--- config.mk ---
export PLATFORM = sky130hd
export DESIGN_NAME = seq_gen
export DESIGN_NICKNAME = d
export VERILOG_FILES = /design/src/rtl/seq_gen_pkg.sv /design/src/rtl/dwell_counter.sv /design/src/rtl/seq_gen.sv
export SDC_FILE = /design/constraint.sdc
export NUM_CORES = 1
export LEC_CHECK = 0
export BUFFER_PORTS_ARGS = -buffer_cell sky130_fd_sc_hd__buf_4
export CAP_MARGIN = 20
export CORE_MARGIN = 1.5
export CORE_UTILIZATION = 60
export CTS_BUF_LIST = sky130_fd_sc_hd__clkbuf_16
export DETAILED_ROUTE_END_ITERATION = 10
export GPL_TIMING_DRIVEN = 0
export PLACE_DENSITY = 0.77
export SLEW_MARGIN = 20
export SYNTH_ARGS = -nofsm -noshare
export SYNTH_HDL_FRONTEND = slang
export SYNTH_SLANG_ARGS = --single-unit
--- constraint.sdc ---
create_clock -name clk -period 5.85 [get_ports clk]
set_clock_uncertainty 0.1 [all_clocks]
set_input_delay 0.8775 -clock clk [delete_from_list [all_inputs] [get_ports clk]]
set_output_delay 0.8775 -clock clk [all_outputs]
set_load 0.03 [all_outputs]
--- src/rtl/seq_gen_pkg.sv ---
// Shared types and the reset-default table for the sequence generator.
// The default table reproduces the legacy 0-5-1-3-6 pattern.
package seq_gen_pkg;

  typedef enum logic {
    S_IDLE,
    S_RUN
  } state_t;

  localparam int DEF_N = 5;

  localparam int DEF_VAL [DEF_N] = '{0, 5, 1, 3, 6};
  localparam int DEF_DWELL [DEF_N] = '{0, 0, 0, 2, 0};

  // Entries past the legacy pattern default to value 0, dwell 0
  function automatic int def_val(input int i);
    return (i < DEF_N) ? DEF_VAL[i % DEF_N] : 0;
  endfunction

  function automatic int def_dwell(input int i);
    return (i < DEF_N) ? DEF_DWELL[i % DEF_N] : 0;
  endfunction

endpackage

--- src/rtl/dwell_counter.sv ---
// Down-counter holding the remaining dwell of the shown entry.
// Load wins over decrement; the counter parks at zero.
module dwell_counter #(
  parameter int W = 4
) (
  input  logic         i_clk,
  input  logic         i_rst_n,
  input  logic         i_load,
  input  logic [W-1:0] i_val,
  input  logic         i_en,
  output logic         o_zero
);

  logic [W-1:0] r_cnt;

  always_ff @(posedge i_clk or negedge i_rst_n) begin
    if (!i_rst_n) begin
      r_cnt <= '0;
    end else if (i_load) begin
      r_cnt <= i_val;
    end else if (i_en && (r_cnt != '0)) begin
      r_cnt <= r_cnt - W'(1);
    end
  end

  assign o_zero = (r_cnt == '0);

endmodule

--- src/rtl/seq_gen.sv ---
// Programmable sequence generator: plays a table of values, each held
// for its own dwell, in one-shot or looping mode.
module seq_gen
  import seq_gen_pkg::*;
#(
  parameter int WIDTH      = 3,
  parameter int DEPTH      = 8,
  parameter int DWELL_W    = 4,
  parameter bit AUTO_START = 1'b1,
  localparam int AW = $clog2(DEPTH),
  localparam int LW = $clog2(DEPTH + 1)
) (
  input  logic               clk,
  input  logic               rst,
  input  logic               start,
  input  logic               stop,
  input  logic               loop,
  input  logic [LW-1:0]      seq_len,
  input  logic               wr_en,
  input  logic [AW-1:0]      wr_addr,
  input  logic [WIDTH-1:0]   wr_value,
  input  logic [DWELL_W-1:0] wr_dwell,
  output logic [WIDTH-1:0]   number,
  output logic [AW-1:0]      step,
  output logic               busy,
  output logic               done
);

  state_t r_state;
  state_t w_state_nxt;

  logic [WIDTH-1:0]   r_tval [DEPTH];
  logic [DWELL_W-1:0] r_tdw  [DEPTH];

  logic [WIDTH-1:0] r_number;
  logic [AW-1:0]    r_step;
  logic [LW-1:0]    r_len;
  logic             r_done;
  logic             r_auto;
  logic             r_force_loop;

  logic               w_zero;
  logic               w_last;
  logic               w_load;
  logic               w_go;
  logic               w_wrap;
  logic               w_done_nxt;
  logic               w_cnt_en;
  logic [AW-1:0]      w_idx;
  logic [LW-1:0]      w_len_in;
  logic [DWELL_W-1:0] w_ld_dwell;

  assign w_len_in = ((seq_len == '0) || (seq_len > LW'(DEPTH)))
                  ? LW'(DEPTH) : seq_len;

  assign w_last = (LW'(r_step) == (r_len - LW'(1)));

  assign w_cnt_en = (r_state == S_RUN) && !stop;

  assign w_ld_dwell = r_tdw[w_idx];

  always_ff @(posedge clk or negedge rst) begin
    if (!rst) begin
      r_state <= S_IDLE;
    end else begin
      r_state <= w_state_nxt;
    end
  end

  always_comb begin
    w_state_nxt = r_state;
    w_load      = 1'b0;
    w_idx       = '0;
    w_go        = 1'b0;
    w_wrap      = 1'b0;
    w_done_nxt  = 1'b0;
    unique case (r_state)
      S_IDLE: begin
        if (!stop && (start || r_auto)) begin
          w_state_nxt = S_RUN;
          w_load      = 1'b1;
          w_go        = 1'b1;
        end
      end
      S_RUN: begin
        if (stop) begin
          w_state_nxt = S_IDLE;
        end else if (w_zero) begin
          if (!w_last) begin
            w_load = 1'b1;
            w_idx  = r_step + AW'(1);
          end else begin
            w_wrap = 1'b1;
            if (loop || r_force_loop) begin
              w_load = 1'b1;
            end else begin
              w_state_nxt = S_IDLE;
              w_done_nxt  = 1'b1;
            end
          end
        end
      end
      default: w_state_nxt = S_IDLE;
    endcase
  end

  // Auto-start plays with the reset length and forced looping
  // until its first wrap decision.
  always_ff @(posedge clk or negedge rst) begin
    if (!rst) begin
      r_number     <= '0;
      r_step       <= '0;
      r_len        <= LW'(DEF_N);
      r_done       <= 1'b0;
      r_auto       <= AUTO_START;
      r_force_loop <= 1'b0;
    end else begin
      r_auto <= 1'b0;
      r_done <= w_done_nxt;
      if (w_load) begin
        r_number <= r_tval[w_idx];
        r_step   <= w_idx;
      end
      if (w_go && start) begin
        r_len <= w_len_in;
      end
      if (w_go) begin
        r_force_loop <= r_auto && !start;
      end else if (w_wrap || stop) begin
        r_force_loop <= 1'b0;
      end
    end
  end

  // Loads read the table before this edge's write lands
  always_ff @(posedge clk or negedge rst) begin
    if (!rst) begin
      for (int i = 0; i < DEPTH; i++) begin
        r_tval[i] <= WIDTH'(def_val(i));
        r_tdw[i]  <= DWELL_W'(def_dwell(i));
      end
    end else if (wr_en && (int'(wr_addr) < DEPTH)) begin
      r_tval[wr_addr] <= wr_value;
      r_tdw[wr_addr]  <= wr_dwell;
    end
  end

  dwell_counter #(
    .W(DWELL_W)
  ) u_dwell (
    .i_clk   (clk),
    .i_rst_n (rst),
    .i_load  (w_load),
    .i_val   (w_ld_dwell),
    .i_en    (w_cnt_en),
    .o_zero  (w_zero)
  );

  assign number = r_number;
  assign step   = r_step;
  assign busy   = (r_state == S_RUN);
  assign done   = r_done;

endmodule

==> results.ini <==
[run_status]
status=finished, final reports clean

[placed_design]
numPortBuffers=23
routabilityCongestion=0.8137
place_hpwl_um=5039

[timing]
worstMarginPinSlew_ns=0.9752
fmax_ghz=0.3390
setup-violations-final=0
rsz0062_at_grt=false
drv_slew=0
hold_viol_final=0
hold_ws_ns=0.4045
slew-limit-headroom_pct=34.49
period_needed_ns=2.950
setup-tns-final_ns=0
min_period_over_period_pct=50.43

[die]
io_pins=28
start_util_pct=62.21
design.die.area_mm2=0.006655
rows=28
die_h_um=81.58
core_area_mm2=0.005956
die_w_um=81.58

[worst_hold_path]
min-delay-start=r_tdw[3]
hold_path_class=reg -> reg

[logic_synthesis]
synth_cell_types=54
syn_inst=297
synth_top_area_share_pct=42.55
ys_seq_area_share_pct=50.35
ys_top_cells_by_area=dfrtp_1 (43%), mux2_2 (18%), dfstp_2 (7.8%), mux2i_1 (4.6%), nand2_1 (2.4%)
synth-edff-count=0
ys_ff_latch=74
synth.net_count=321
synth_top_area_cell=dfrtp_1
synth_warnings=0
synthArstFlopShare_pct=100.0
avgSynthCellArea_um2=12.47
ys.flop_type=dfrtp_1
syn-cell-area_mm2=0.003705

[setup_path]
rr_worst_depth=8
cp.required_ns=5.97
cpLargestDelayFamily=simple AND/OR/NAND/NOR gates
rrSetupSlack_ns=2.90
crit_buf_inv=1
critPathMaxFanout=7
cpMaxStageDelayCell=nor3_1
crit_path_end_kind=flip-flop
worstPathCellList=inv_1 > ha_1 > xor2_1 > or3_4 > a21oi_2 > nor3_1 > nor2_2 > a221o_1
rr_startpoint=r_len[0]
start_kind=flip-flop
critical_path.startpoint=r_len[0]
crit_path_end=number[1]
arrival_ns=3.07
criticalPathCategory=reg -> reg
regToRegEndpoint=number[1]
crit_cells=8
max_stage_delay_ns=0.81

[layout]
seqCellArea_mm2=0.001866
multiInputGateArea_mm2=0.001717
drive_gt1_share_pct=38.39
syn2layout_area_growth_pct=16.55
fillCellCount=408
utilization_pct=72.50
final_nets=355
num_antenna_cells=0

[flow_run]
drv_cap=0

[detailed_routing]
drtIter0Drc=181
drcViolationCount=0
dr.pass1.iters=4
vias=2474
wire_per_inst_um=18.55
antenna_left=0
viasPerCell=6.019
wl_um=7624

[power]
p_sw_share_pct=29.02
p_int_mw=1.277
p_seq_share_pct=39.5
vdd_ir_drop_max_v=0.0002420
powerDensity_mw_per_mm2=416.6
p_sw_uw=522.0
pwr-share-comb_pct=25.4
clkPwrFrac_pct=35.2
p_leak_nw=1.933

[clocking]
clockRootBuffer=clkbuf_16
cts.hold.buffers_added=0
cts.path.max_buffers=2
cts_sinks=74
cts_tree=done
cts_setup_buffers=0
htreeDepth=3
clk_latency_ns=0.33
cts_made_buffers=9
cts.repair.resized=0
cts.clk_slew.worst_paths_ns=0.06

[global_route]
antenna_found_initial=0
grt_pass1_vias=2470
grt_max_degree=75
grt_pass1_wl_um=12410
overflow=0
grt_use_total_pct=26.03

==> state kept, by name, summed over array words and instances, names as in the netlist <==
register       flops
u_dwell.r_cnt      4
number             3
r_len              4
r_force_loop       1
busy               1
r_tdw             32
step               3
r_tval            24
r_auto             1
done               1
==> metal layers <==
layer | part of all wire, % | track usage [%] | vias up
met5 | 0 | 0 | -
met2 | 47 | 40.17 | 58
met3 | 4.5 | 3.889 | 19
met4 | 1.9 | 12.03 | 0
met1 | 47 | 36.44 | 1237
li1 | - | - | 1160
==> cell usage in the layout (no fill, tap or decap), drive strengths merged, types with 3 or more instances in the layout <==
cell type / synthesis / final
nand4b: 3 / 3
nor3b: 3 / 3
clkinv: 0 / 3
clkbuf: 5 / 14
a21oi: 9 / 9
nand2b: 5 / 5
nand3: 5 / 5
buf: 6 / 29
dfrtp: 63 / 63
a221o: 4 / 4
o21ai: 12 / 12
nor2: 8 / 8
nor3: 10 / 10
dfstp: 11 / 11
nand2: 26 / 26
ha: 4 / 4
xor2: 4 / 4
a32oi: 3 / 3
mux2i: 17 / 17
inv: 9 / 10
bufinv: 0 / 3
mux2: 60 / 60
==> how the worst min path moves through the flow <==
stage / cells past startpoint / end / slack, ns
floorplan: 2 / r_len[3] / 0.37
global placement: 1 / r_tval[1] / 0.38
detailed placement: 1 / r_tdw[19] / 0.39
CTS: 1 / r_tdw[19] / 0.40
global route: 1 / r_tdw[19] / 0.42
finish: 1 / r_tdw[3] / 0.40
==> Yosys cell counts (2+ instances only) <==
| cell | count |
|---|---|
| o21ai_0 | 12 |
| nand2b_1 | 5 |
| a31oi_1 | 2 |
| mux2_2 | 59 |
| buf_6 | 2 |
| dfstp_2 | 11 |
| nor2b_1 | 2 |
| nor3_1 | 9 |
| nand4b_1 | 3 |
| a32oi_1 | 3 |
| a221o_1 | 4 |
| ha_1 | 4 |
| nor3b_2 | 2 |
| and3_1 | 2 |
| buf_12 | 2 |
| nand2_8 | 2 |
| clkbuf_1 | 5 |
| a21oi_1 | 8 |
| xor2_1 | 4 |
| nand3_1 | 5 |
| o22ai_1 | 2 |
| o31ai_1 | 2 |
| nor2_1 | 7 |
| mux2i_1 | 17 |
| inv_1 | 9 |
| dfrtp_1 | 63 |
| nand2_1 | 24 |
==> kinds of logic (layout without fill, tap and decap cells) <==
| group | Yosys count | after routing | share of synthesized area (%) |
|---|---|---|---|
| XOR/XNOR | 5 | 5 | 1.182 |
| flip-flops | 74 | 74 | 50.35 |
| AO/OA/AOI/OAI | 45 | 45 | 9.017 |
| adder cells (fa/ha/maj) | 4 | 4 | 1.351 |
| AND/OR/NAND/NOR | 70 | 70 | 11.01 |
| multiplexers | 78 | 78 | 23.54 |
| buffers and inverters | 20 | 59 | 3.445 |
| other | 1 | 1 | 0.1012 |
==> worst register-to-register path, cell delays in order, from the launching register on <==
cell and delay (ns):
dfstp_2 0.57, inv_1 0.06, ha_1 0.20, xor2_1 0.25, or3_4 0.19, a21oi_2 0.10
nor3_1 0.81, nor2_2 0.22, a221o_1 0.35
==> layout make-up <==
| cell class | count | share of cell area, % |
|---|---|---|
| sequential | 74 | 43.20 |
| timing repair buffer | 23 | 3.999 |
| multi-input combinational | 203 | 39.76 |
| inverter | 9 | 0.7824 |
| tap | 75 | 2.173 |
| clock buffer | 9 | 5.216 |
| buffer | 11 | 2.173 |
| clock inverter | 7 | 2.695 |
==> through the flow <==
step                worst slack (ns)  power (mW)  instance area (um2)  cells
CTS                            2.910       1.806                 4318    411
global route                   2.776       1.884                 4318    411
floorplan                      3.179       1.042                 3705    297
global placement               2.951       1.151                 3971    395
detailed placement             2.920       1.170                 3976    395
finish                         2.900       1.799                 4318    411
==> power groups by stage <==
stage	logic (mW)	registers (mW)	clock network (mW)
after floorplan	0.320	0.722	0
after global placement	0.440	0.710	0
after detailed placement	0.454	0.717	0
after CTS	0.458	0.710	0.638
after global routing	0.499	0.725	0.660
final	0.456	0.710	0.632
(Power assumes the default switching activity.)
